===== src/rtl/if_stage_pip.sv =====
// Instruction-fetch stage: owns the PC, drives a one-outstanding-request
// instruction-memory handshake and holds the IF/ID pipeline register.
// A word that arrives while decode is stalled is parked in r_buf; a redirect
// that arrives while a request is in flight waits in DISCARD for the stale
// response before the target is fetched.
module if_stage_pip #(
    parameter logic [31:0] RESET_PC  = 32'h0000_0000,
    parameter logic [31:0] NOP_INSTR = 32'h0000_0013
) (
    input  logic        clk,
    input  logic        rst,
    input  logic        if_id_write,
    input  logic        if_id_flush,
    input  logic        redirect,
    input  logic [31:0] redirect_pc,
    output logic        imem_req,
    output logic [31:0] imem_addr,
    input  logic        imem_valid,
    input  logic [31:0] imem_rdata,
    output logic [31:0] pc_out,
    output logic [31:0] instr_out,
    output logic        valid_out,
    output logic        fetch_stall
);

    typedef enum logic [1:0] {
        S_REQ,
        S_WAIT,
        S_HOLD,
        S_DISCARD
    } state_t;

    state_t      r_state;
    logic [31:0] r_pc;
    logic [31:0] r_buf;
    logic [31:0] r_pc_out;
    logic [31:0] r_instr_out;
    logic        r_valid_out;
    logic        r_fetch_stall;

    logic [31:0] w_target;
    logic [31:0] w_pc_inc;
    logic        w_avail;
    logic        w_deliver;
    logic [31:0] w_word;
    logic        w_issue;
    logic [31:0] w_issue_addr;
    state_t      w_state_next;
    logic [31:0] w_pc_next;
    logic        w_buf_load;

    // Target is always word aligned; masking keeps every input bit in use.
    assign w_target  = redirect_pc & 32'hFFFF_FFFC;
    assign w_pc_inc  = r_pc + 32'd4;
    assign w_avail   = ((r_state == S_WAIT) && imem_valid) || (r_state == S_HOLD);
    assign w_deliver = if_id_write & ~if_id_flush & ~redirect & w_avail;
    assign w_word    = (r_state == S_HOLD) ? r_buf : imem_rdata;

    // Fetch control: decide this cycle's request and the next PC/state.
    always_comb begin
        w_issue      = 1'b0;
        w_issue_addr = r_pc;
        w_state_next = r_state;
        w_pc_next    = r_pc;
        w_buf_load   = 1'b0;
        case (r_state)
            S_REQ: begin
                w_issue      = 1'b1;
                w_issue_addr = redirect ? w_target : r_pc;
                w_pc_next    = redirect ? w_target : r_pc;
                w_state_next = S_WAIT;
            end
            S_WAIT: begin
                if (redirect) begin
                    w_pc_next = w_target;
                    if (imem_valid) begin
                        // Stale word returns now: drop it and fetch the target.
                        w_issue      = 1'b1;
                        w_issue_addr = w_target;
                    end else begin
                        w_state_next = S_DISCARD;
                    end
                end else if (imem_valid) begin
                    if (w_deliver) begin
                        w_issue      = 1'b1;
                        w_issue_addr = w_pc_inc;
                        w_pc_next    = w_pc_inc;
                    end else begin
                        w_buf_load   = 1'b1;
                        w_state_next = S_HOLD;
                    end
                end
            end
            S_HOLD: begin
                if (redirect) begin
                    w_issue      = 1'b1;
                    w_issue_addr = w_target;
                    w_pc_next    = w_target;
                    w_state_next = S_WAIT;
                end else if (w_deliver) begin
                    w_issue      = 1'b1;
                    w_issue_addr = w_pc_inc;
                    w_pc_next    = w_pc_inc;
                    w_state_next = S_WAIT;
                end
            end
            S_DISCARD: begin
                if (redirect) begin
                    w_pc_next = w_target;
                end
                if (imem_valid) begin
                    // Stale response consumed; the pending address may be fetched now.
                    w_issue      = 1'b1;
                    w_issue_addr = redirect ? w_target : r_pc;
                    w_state_next = S_WAIT;
                end
            end
            default: begin
                w_state_next = S_REQ;
            end
        endcase
    end

    assign imem_req  = w_issue & ~rst;
    assign imem_addr = w_issue_addr;

    // Fetch state, pending PC and the stall buffer.
    always_ff @(posedge clk) begin
        if (rst) begin
            r_state <= S_REQ;
            r_pc    <= RESET_PC;
            r_buf   <= 32'h0000_0000;
        end else begin
            r_state <= w_state_next;
            r_pc    <= w_pc_next;
            if (w_buf_load) begin
                r_buf <= imem_rdata;
            end
        end
    end

    // IF/ID register: flush beats load, load beats bubble, stall holds.
    always_ff @(posedge clk) begin
        if (rst) begin
            r_pc_out      <= 32'h0000_0000;
            r_instr_out   <= NOP_INSTR;
            r_valid_out   <= 1'b0;
            r_fetch_stall <= 1'b0;
        end else if (if_id_flush) begin
            r_pc_out      <= 32'h0000_0000;
            r_instr_out   <= NOP_INSTR;
            r_valid_out   <= 1'b0;
            r_fetch_stall <= 1'b0;
        end else if (if_id_write) begin
            if (w_deliver) begin
                r_pc_out      <= r_pc;
                r_instr_out   <= w_word;
                r_valid_out   <= 1'b1;
                r_fetch_stall <= 1'b0;
            end else begin
                r_pc_out      <= 32'h0000_0000;
                r_instr_out   <= NOP_INSTR;
                r_valid_out   <= 1'b0;
                r_fetch_stall <= ~w_avail;
            end
        end else begin
            r_fetch_stall <= 1'b0;
        end
    end

    assign pc_out      = r_pc_out;
    assign instr_out   = r_instr_out;
    assign valid_out   = r_valid_out;
    assign fetch_stall = r_fetch_stall;

endmodule


===== config.mk =====
export PLATFORM = sky130hd
export DESIGN_NAME = if_stage_pip
export DESIGN_NICKNAME = d
export VERILOG_FILES = /design/src/rtl/if_stage_pip.sv
export SDC_FILE = /design/constraint.sdc
export NUM_CORES = 1
export LEC_CHECK = 0
export CAP_MARGIN = 20
export CORE_MARGIN = 2
export CORE_UTILIZATION = 35
export CTS_BUF_LIST = sky130_fd_sc_hd__clkbuf_4
export DETAILED_ROUTE_END_ITERATION = 7
export DONT_BUFFER_PORTS = 1
export GPL_TIMING_DRIVEN = 1
export PLACE_DENSITY_LB_ADDON = 0.05
export SLEW_MARGIN = 20
export SYNTH_ARGS = -nofsm -noshare
export SYNTH_HDL_FRONTEND = slang
export SYNTH_SLANG_ARGS = --single-unit

===== constraint.sdc =====
create_clock -name clk -period 7 [get_ports clk]
set_input_delay 1.05 -clock clk [delete_from_list [all_inputs] [get_ports clk]]
set_output_delay 1.05 -clock clk [all_outputs]
set_load 0.02 [all_outputs]

# Yosys cells after proc, flatten, opt, wreduce, memory -nomap -nowiden
# Index checks and enable logic that the tools add are counted.
# classes
muxes,31
bitwise,9
reduce_logical,7
n_addsub,1
eq_ne,8
# op_table
operator,count
$mux 32,11
$pmux 32 s4,1
$pmux 32 s3,1
$add 32x3->32 const B,1
$mux 2,7
$ne 3x3->1 const B,4
$mux 1,9
$pmux 2 s4,1
$not 1->1,5
$reduce_and 5->1,1
$and 1x1->1,4
$eq 2x2->1 const B,2
$pmux 1 s4,1
$reduce_or 2->1,2
$reduce_or 4->1,1
$eq 2x1->1 const B,1
$logic_not 2->1,1
$ne 2x2->1 const B,1
$logic_and 1x1->1,1
$logic_or 1x1->1,1
# totals
wordCells,63
register_bits,132
input_bits,70
out_inout_bits,99

# Depth between registers and ports, before layout
# Gate-level depths: netlist (run 1).
# depth
depth_word,9
ltp_mapped,14
depth_no_buf,11

# Least setup slack after synthesis (run 1)
# No wires, ideal clock.
# synth_path
path_type,input to output
start,in imem_valid
end,out imem_addr[24]
arrival_time_ps,3206
stages,6
path_buffers,1
required_ps,5950
path_slack_ps,2744
cell_sequence,buf_2 -> a21oi_1 -> nor4_2 -> nand3_1 -> xnor2_1 -> o311ai_0
# synth_via
elab_chain_len,7
elab_cells_between_ends,10
classes_between,7 x mux; 1 x bitwise; 2 x reduce/logical
# synth_lines
element,line_no,source
"start, declared",18,"input logic imem_valid,"
$logic_and 1x1->1,55,assign w_avail = ((r_state == S_WAIT) && imem_valid) || (r_state == S_HOLD);
$logic_or 1x1->1,55,
$and 1x1->1,56,assign w_deliver = if_id_write & ~if_id_flush & ~redirect & w_avail;
$mux 32,"84, 100",
$mux 32,83,end else if (imem_valid) begin
$mux 32,74,if (redirect) begin
$pmux 32 s4 (*),66,case (r_state)
"end, declared",17,"output logic [31:0] imem_addr,"
# Mark *: on every way between the ends. The rest lies on a longest branch, timed or not.

# Worst setup path in the final report (run 1)
# layout_path
start,reg r_state[0]
end,out imem_addr[2]
# layout_via
elab_chain_len,8
elab_cells_between_ends,12
classes_between,3 x eq/ne; 5 x mux; 1 x bitwise; 3 x reduce/logical
# layout_lines
element,line_no,source
"start, declared",33,state_t r_state;
"start signal, assigned",134,r_state <= w_state_next;
$eq 2x1->1,"55, 66",
$logic_and 1x1->1,55,
$logic_or 1x1->1,55,
$and 1x1->1,56,
$mux 32,"84, 100",
$mux 32,83,
$mux 32,74,
$pmux 32 s4 (*),66,
# Marked as above.

==> metrics.csv, run 1 <==
stage,metric,value,unit
pwr,ir_drop,0.1149,mV
floorplanning,die_x,165.9,um
clocking,cts_setup_buffers,0,
sta,finClkSkew,0.03497,ns
grt,grt_max_degree,103,
clocking,cts_max_level,4,
sta,final_max_slew_viol_count,0,
floorplanning,io_pins,169,
clocking,cts_made_buffers,17,
floorplanning,core_area,0.02591,mm^2
critical_path,crit_type,register to primary output,
drt,firstDrtPassIters,6,
clocking,cts_resized,0,
placement,io_buffers,0,
yosys,synth-seq-cells,132,
final_layout,drive_gt1_share,6.433,%
clocking,cts_root_buf,clkbuf_4,
floorplanning,initial_utilization,35.41,%
yosys,ys_types,71,
sta,tns,0,ns
drt,ant_nets,0,
yosys,synth_top_cell_by_area,dfxtp_1,
sta,worst_pin_slew,1.122,ns
pwr,p_int,1292,uW
pwr,total_power,2229,uW
pwr,leakagePower,0.003142,uW
pwr,comb_power_share,31.8,%
yosys,synth_edf_count,0,
clocking,cts.sinks,132,
job,drv.max_cap_violation_count,0,
yosys,synth.cell_area,0.009175,mm^2
drt,remaining_drc_errors,0,
sta,setup_viol,0,
drt,wl_per_cell,23.71,um
worst_hold_path,hp-class,register to register,
final_layout,nNetsFinal,1292,
yosys,synth.area.top_cells,"dfxtp_1 (29%), a21oi_1 (7.8%), nor2_1 (7.2%)",
run_status,status,"finished, final reports clean",
yosys,syn_area_per_cell,7.036,um^2
floorplanning,die_h,165.9,um
clocking,cts_hold_buf,0,
placement,place_inst,1531,
grt,grt_pass1_wl,56700,um
pwr,switching_share,42.05,%
sta,fmax,172.6,MHz
yosys,synthFlopType,dfxtp_1,
yosys,seq_area_frac_synth,28.80,%
drt,wirelength,37080,um
clocking,clk_path_buf_depth,2,
clocking,clk_pin_slew,0.14,ns
floorplanning,dieArea,0.02753,mm^2
sta,finalWorstPathRequiredPeriod,5.795,ns
critical_path,required,5.95,ns
drt,via_count,9468,
yosys,syn_inst,1304,
drt,initialDrtViolationCount,813,
grt,grt_pass1_vias,9169,
critical_path,arrival,4.74,ns
grt,antenna_found_initial,1,
drt,vias_per_cell,6.054,
pwr,power_frac_seq,40.0,%
clocking,worst_skew_pair.late_latency,0.56,ns
critical_path,path_max_fanout,38,
final_layout,layoutNonFillerInstCount,1564,
final_layout,area_delta_synth_final,4.568,%
yosys,syn_nets,1381,
sta,final_hold_viol_count,0,
pwr,clock_power_share,28.2,%
floorplanning,fp-row-count,59,
placement,gp_congestion,0.8694,
grt,grt-ovfl-total,0,
pwr,p_per_area,232.3,mW/mm^2
clocking,cts_tree,built,
sta,rsz0062_at_grt,false,
sta,timing.final.crit_share,82.78,%
pwr,power_switching,937.1,uW
critical_path,cp-start-kind,register,
sta,slew_headroom,24.49,%
final_layout,fin_util,37.03,%
sta,holdWs,0.4573,ns
placement,dp_hpwl,23510,um
yosys,ys_warn_count,0,
critical_path,cp-end-kind,primary output,
yosys,synthArstFlopShare,0,%
grt,track_usage,26.15,%
yosys,synth_top_area_share,28.80,%
worst paths after layout:
check | slack [ns] | cells after the start | to | from
worst min register to register | 0.46 | 2 | r_buf[4] | r_buf[4]
worst min-delay path | 0.46 | 2 | r_buf[4] | r_buf[4]
worst max-delay path | 1.21 | 13 | imem_addr[2] | r_state[0]
worst max register to register | 2.97 | 12 | r_pc[2] | r_state[0]
cells by family (layout without fill, tap and decap cells):
group                    after synthesis  in the layout  share of synthesized area (%)
flip-flops                           132            132                          28.80
buffers and inverters                155             79                          6.628
other                                  0              1                              0
multiplexers                          59             59                          6.559
adder cells (fa/ha/maj)                7              7                         0.9545
AO/OA/AOI/OAI                        395            395                          27.81
XOR/XNOR                              36             36                          3.436
AND/OR/NAND/NOR                      520            520                          25.81
area by class of cell:
cell class / instances / area, um^2
well taps: 335 / 419.2
fillers: 2767 / 16320
clock inverters: 14 / 191.4
repair buffers: 22 / 165.2
flip-flops and latches: 132 / 2643
multi-input cells: 1017 / 5944
clock buffers: 18 / 135.1
inverters: 25 / 93.84
diodes: 1 / 2.502
synthesized netlist by cell type, types with 8 or more instances:
cell / instances
nor4_1: 9
buf_1: 10
xor2_1: 11
o21a_1: 8
nor3_1: 19
o211ai_1: 11
nand2b_1: 16
nor2_1: 176
nor2b_1: 34
dfxtp_1: 132
mux2i_1: 50
nand3_1: 35
a22oi_1: 11
nand2_1: 174
and3_1: 9
a31oi_1: 16
a211oi_1: 16
a221oi_1: 26
o221ai_1: 9
clkbuf_1: 103
o21ai_0: 60
buf_2: 15
nand4_1: 13
a21oi_1: 143
inv_1: 22
o22ai_1: 22
mux2_2: 9
and2_1: 8
xnor2_1: 25
flip-flops by register name, indices dropped and copies added (netlist names):
signal       flops
instr_out       32
pc_out          32
r_buf           32
r_pc            32
r_state          2
fetch_stall      1
valid_out        1
per-stage QoR:
| stage | cell area [um^2] | setup WS [ns] |
|---|---|---|
| floorplan | 9175 | 2.744 |
| global placement | 9265 | 1.698 |
| detailed placement | 9265 | 1.661 |
| CTS | 9592 | 1.133 |
| global route | 9594 | 0.8986 |
| finish | 9594 | 1.205 |
worst max-delay path, stage by stage, from the launching register on:
cell	delay, ns
dfxtp_1	0.44
inv_1	0.12
ha_4	0.36
a21o_1	0.38
nand3_1	0.15
buf_4	0.41
clkinv_1	0.65
buf_4	0.46
ha_1	0.35
mux2_2	0.17
nand2_1	0.05
nand2_1	0.06
a21oi_1	0.07
o22ai_1	0.50
cells in the final DEF, fill, tap and decap left out, types with 6 or more instances in the layout:
master       n
a2111oi_0    6
a211oi_1    16
a21o_1       7
a21oi_1    143
a221oi_1    26
a22oi_1     11
a31oi_1     16
a32oi_1      6
and2_1       8
and3_1       9
buf_4       22
clkbuf_4    18
dfxtp_1    132
inv_1       22
mux2_2       9
mux2i_1     50
nand2_1    174
nand2b_1    16
nand3_1     35
nand4_1     13
nor2_1     175
nor2b_1     33
nor3_1      19
nor4_1       9
o211ai_1    11
o21a_1       8
o21ai_0     60
o21bai_1     6
o221ai_1     9
o22ai_1     22
xnor2_1     25
xor2_1      11
power by group through the flow:
stage	sequential [uW]	combinational (uW)	clock, uW
floorplan	826	600	0
global placement	905	703	0
detailed placement	905	703	0
CTS	888	705	653
global route	900	766	680
finish	891	708	629
routing by layer:
layer	share of wire, %	up-vias	routed length, um	GRT usage, %
li1	-	4476	-	-
met1	44	4524	16170	35.63
met2	45	409	16790	40.95
met3	8.3	59	3077	6.292
met4	2.8	0	1034	8.053
met5	0	-	0	0
(Power assumes the default switching activity.)
==> inputs of run 2 (changes only) <==
==> constraint.sdc (replaced) <==
create_clock -name clk -period 4.85 [get_ports clk]
set_input_delay 0.7275 -clock clk [delete_from_list [all_inputs] [get_ports clk]]
set_output_delay 0.7275 -clock clk [all_outputs]
set_load 0.02 [all_outputs]
==> metrics.csv, run 2 (synthesized netlist as in run 1, its figures left out) <==
stage,metric,value,unit
run_status,status,"finished, final reports clean",
worst_hold_path,min_path_cells,1,
critical_path,r2r-end,r_pc[4],
sta,holdWs,0.2416,ns
drt,remaining_drc_errors,0,
sta,worst_slack,0.4114,ns
critical_path,rr_worst_depth,9,
drt,wirelength,37200,um
grt,grt_max_degree,103,
placement,dp_hpwl,24070,um
clocking,worst_skew_pair.late_latency,0.56,ns
pwr,p_per_area,331.4,mW/mm^2
clocking,clk_pin_slew,0.16,ns
grt,grt-ovfl-total,0,
sta,final_max_slew_viol_count,0,
sta,finClkSkew,0.03086,ns
grt,antenna_found_initial,1,
clocking,cts_tree,built,
placement,pre_cts_ws,1.053,ns
sta,final_hold_viol_count,0,
grt,grt_pass1_vias,9213,
sta,tns,0,ns
sta,timing.final.crit_share,91.52,%
sta,finalWorstPathRequiredPeriod,4.439,ns
floorplanning,core_area,0.02591,mm^2
floorplanning,die_x,165.9,um
final_layout,fin_util,37.77,%
grt,track_usage,26.27,%
placement,io_buffers,0,
clocking,cts_made_buffers,17,
critical_path,arrival,3.71,ns
critical_path,cp_top_family,simple AND/OR/NAND/NOR gates,
clocking,cts.sinks,132,
worst_hold_path,hold_end,r_pc[28],
clocking,cts_resized,0,
critical_path,required,4.12,ns
floorplanning,io_pins,169,
worst_hold_path,hp-class,primary input to register,
job,drv.max_cap_violation_count,0,
floorplanning,die_h,165.9,um
critical_path,cp_slowest_cell,nor3_1,
clocking,cts_root_buf,clkbuf_4,
grt,grt_pass1_wl,56660,um
sta,setup_viol,0,
critical_path,worstPathCellList,"nand4_1, nor3_1, nand4_1, buf_4, o31a_1, o311ai_0, a32oi_1, buf_4",
final_layout,nNetsFinal,1319,
drt,vias_per_cell,5.993,
pwr,leakagePower,0.003273,uW
clocking,cts_setup_buffers,0,
critical_path,crit_type,register to primary output,
final_layout,drive_gt1_share,8.373,%
pwr,ir_drop,0.1852,mV
drt,via_count,9529,
clocking,clk_path_buf_depth,2,
drt,wl_per_cell,23.40,um
sta,rsz0062_at_grt,false,
critical_path,regToRegStartpoint,r_state[0],
placement,gp_congestion,0.8790,
drt,ant_nets,0,
final_layout,final_cell_mix,"nor2_1 (175), nand2_1 (174), a21oi_1 (143)",
critical_path,cp-start-kind,register,
floorplanning,fp-row-count,59,
sta,worst_pin_slew,0.9968,ns
critical_path,rrSetupSlack,1.60,ns
drt,firstDrtPassIters,6,
critical_path,path_max_fanout,13,
floorplanning,initial_utilization,35.41,%
final_layout,nFillCells,2807,
final_layout,final_common_cell,nor2_1,
critical_path,cp.buffers_inverters,2,
sta,slew_headroom,33.25,%
drt,initialDrtViolationCount,693,
sta,fmax,225.3,MHz
floorplanning,dieArea,0.02753,mm^2
critical_path,slowest_delay,0.74,ns
clocking,cts_hold_buf,0,
critical_path,cp-end-kind,primary output,
final_layout,area_delta_synth_final,6.669,%
worst_hold_path,hp-start,rst,
clocking,cts_max_level,4,
-- run 2: worst reg2reg max path, stage by stage (launching register included) --
cell	delay [ns]
dfxtp_1	0.38
inv_1	0.13
ha_4	0.33
buf_4	0.69
nor2b_1	0.61
buf_4	0.27
nand3_1	0.12
a21oi_1	0.16
a21oi_1	0.08
a2111oi_0	0.38
-- run 2: cell type report --
cell class	instances	area [um^2]	share of cell area (%)
Antenna cell	1	2.502	0.02557
Clock buffer	17	127.6	1.304
Clock inverter	14	188.9	1.930
Inverter	25	93.84	0.9588
Multi-Input combinational cell	1017	5944	60.74
Sequential cell	132	2643	27.00
Tap cell	335	419.2	4.283
Timing Repair Buffer	49	367.9	3.759
-- run 2: worst max path at each step --
stage               start            end  cells after the start
6_report         r_pc[21]  imem_addr[31]                      8
5_1_grt           r_pc[3]  imem_addr[30]                      8
3_3_place_gp      r_pc[2]  imem_addr[26]                      8
2_1_floorplan  imem_valid  imem_addr[24]                      6
4_1_cts           r_pc[2]  imem_addr[30]                      8
3_5_place_dp      r_pc[3]  imem_addr[30]                      8
-- run 2: stage by stage --
step	cell area (um^2)	power [uW]	cells
final	9787	3243	1590
after global placement	9468	2362	1558
after detailed placement	9468	2363	1558
after global routing	9787	3421	1590
after CTS	9784	3273	1589
after floorplan	9175	2058	1304
-- run 2: layer usage --
layer	vias to the layer above	wire length, um	GRT usage [%]
li1	4540	-	-
met1	4538	16280	34.78
met2	386	16590	41.49
met3	65	3103	6.030
met4	0	1228	10.40
met5	-	0	0
-- run 2: where the power goes --
group / switching (uW) / internal (uW) / total (uW)
Sequential: 136 / 1140 / 1280
Clock: 521 / 373 / 893
Combinational: 698 / 376 / 1070
Total: 1350 / 1890 / 3240
==> inputs of run 3 (changes only) <==
--- a/config.mk
+++ b/config.mk
@@ -6,12 +6,14 @@
 export NUM_CORES = 1
 export LEC_CHECK = 0
 export CAP_MARGIN = 20
+export CORE_ASPECT_RATIO = 0.75
 export CORE_MARGIN = 2
-export CORE_UTILIZATION = 35
+export CORE_UTILIZATION = 40
 export CTS_BUF_LIST = sky130_fd_sc_hd__clkbuf_4
 export DETAILED_ROUTE_END_ITERATION = 7
 export DONT_BUFFER_PORTS = 1
 export GPL_TIMING_DRIVEN = 1
+export MAX_ROUTING_LAYER = met4
 export PLACE_DENSITY_LB_ADDON = 0.05
 export SLEW_MARGIN = 20
 export SYNTH_ARGS = -nofsm -noshare
==> metrics.csv, run 3 (synthesized netlist as in run 1, its figures left out) <==
stage,metric,value,unit
final_layout,nFillCells,2339,
drt,firstDrtPassIters,5,
sta,tns,0,ns
critical_path,required,4.12,ns
sta,finClkSkew,0.04827,ns
floorplanning,initial_utilization,41.17,%
final_layout,nNetsFinal,1316,
final_layout,stdcell_area,0.009698,mm^2
floorplanning,die_x,178.9,um
clocking,cts_setup_buffers,0,
grt,grt_util_met2,42.52,%
clocking,cts_hold_buf,0,
floorplanning,die_h,135.2,um
critical_path,arrival,3.90,ns
grt,grt-ovfl-total,0,
clocking,cts_made_buffers,17,
placement,placed_cell_area,0.009392,mm^2
placement,dp_hpwl,23330,um
sta,fmax,216.1,MHz
critical_path,cp-end-kind,primary output,
sta,timing.final.crit_share,95.42,%
run_status,status,"finished, final reports clean",
sta,worst_pin_slew,1.170,ns
worst_hold_path,min_path_cells,1,
clocking,cts_max_level,4,
sta,finalWorstPathRequiredPeriod,4.628,ns
critical_path,regToRegStartpoint,r_state[1],
clocking,clk_path_buf_depth,2,
sta,rsz0062_at_grt,false,
placement,gp_congestion,0.9127,
drt,initialDrtViolationCount,1195,
drt,vias_per_cell,6.244,
floorplanning,core_area,0.02229,mm^2
sta,holdWs,0.2118,ns
final_layout,area_delta_synth_final,5.700,%
critical_path,path_max_fanout,11,
grt,grt_pass1_wl,54960,um
drt,ant_nets,0,
sta,slew_headroom,21.27,%
floorplanning,dieArea,0.02418,mm^2
critical_path,rrSetupSlack,1.67,ns
grt,met3_usage,8.249,%
clocking,worst_skew_pair.late_latency,0.57,ns
clocking,cts.sinks,132,
grt,track_usage,30.83,%
worst_hold_path,hp-start,rst,
final_layout,final_cell_mix,"nor2_1 (175), nand2_1 (174), a21oi_1 (143)",
pwr,ir_drop,0.1503,mV
clocking,cts_tree,built,
pwr,leakagePower,0.003239,uW
worst_hold_path,hp-class,primary input to register,
sta,final_hold_viol_count,0,
placement,io_buffers,0,
drt,wirelength,36380,um
floorplanning,fp-row-count,47,
critical_path,cp-start-kind,register,
final_layout,drive_gt1_share,8.227,%
final_layout,layout.area.seq,0.002643,mm^2
grt,met1_usage,44.54,%
grt,grt_max_degree,103,
critical_path,r2r-end,r_pc[26],
drt,remaining_drc_errors,0,
drt,via_count,9659,
job,drv.max_cap_violation_count,0,
clocking,cts_root_buf,clkbuf_4,
pwr,p_per_area,330.7,mW/mm^2
clocking,clk_pin_slew,0.17,ns
final_layout,multiInputGateArea,0.005943,mm^2
critical_path,rr_worst_depth,8,
grt,antenna_found_initial,1,
floorplanning,io_pins,169,
drt,wl_per_cell,23.52,um
sta,final_max_slew_viol_count,0,
grt,grt.busiest_layer,met1,
sta,setup_viol,0,
worst_hold_path,hold_end,r_pc[28],
final_layout,final_common_cell,nor2_1,
critical_path,crit_type,register to primary output,
grt,grt_pass1_vias,8823,
==> run 3: cell count changes in the layout (fill, tap and decap cells not counted), sizes merged <==
cell | previous run | this run
buf | 49 | 46
clkinvlp | 2 | 4
bufinv | 3 | 2
clkbuf | 17 | 18
clkinv | 4 | 3
==> run 3: how the worst max path moves through the flow <==
stage,from,slack [ns],endpoint,cells past startpoint
final,r_state[1],0.22,imem_addr[26],9
after global routing,r_state[1],0.05,imem_addr[26],9
after CTS,r_state[1],0.11,imem_addr[26],9
after detailed placement,r_state[1],0.79,imem_addr[26],9
after global placement,r_state[1],0.91,imem_addr[30],9
after floorplan,imem_valid,1.24,imem_addr[24],6
==> run 3: what timing repair did <==
action | 4_1_cts | 5_1_grt
gates resized for setup | 0 | 1
endpoints found under the setup margin | 0 | 1
hold endpoints to repair | 0 | 0
==> run 3: critical path: stages (launching register included) <==
cell      delay [ns]
dfxtp_1         0.38
inv_1           0.13
ha_1            0.40
a21o_2          0.34
nand4_1         0.18
or4_1           0.76
o21a_1          0.26
o311ai_0        0.48
a32oi_1         0.20
buf_4           0.20
==> run 3: layout make-up <==
type                       count  share of cell area [%]
multi-input combinational   1017                   61.28
sequential                   132                   27.25
tap                          294                   3.793
timing repair buffer          46                   3.561
clock inverter                14                   1.729
clock buffer                  18                   1.393
inverter                      25                  0.9676
antenna                        1                 0.02580
==> run 3: metrics by stage <==
step           util [%]  setup slack [ns]  instances  power (uW)
3_3_place_gp      42.14            0.9109       1514        2355
2_1_floorplan         -             1.239       1304        2058
6_report          43.51            0.2223       1547        3207
5_1_grt           43.51           0.05343       1547        3377
4_1_cts           43.50            0.1123       1546        3212
3_5_place_dp      42.14            0.7895       1514        2353
==> run 3: layer usage <==
metal,up-vias,share of wire [%]
met4,0,1.2
li1,4531,-
met1,4566,46
met2,522,42
met3,40,11
met5,-,0
==> run 3: report_power, final <==
group	switching [uW]	internal [uW]	leakage (uW)
clock network	519	329	0.000152
registers	130	1140	0.00107
logic	710	378	0.00201
total	1360	1850	0.00324
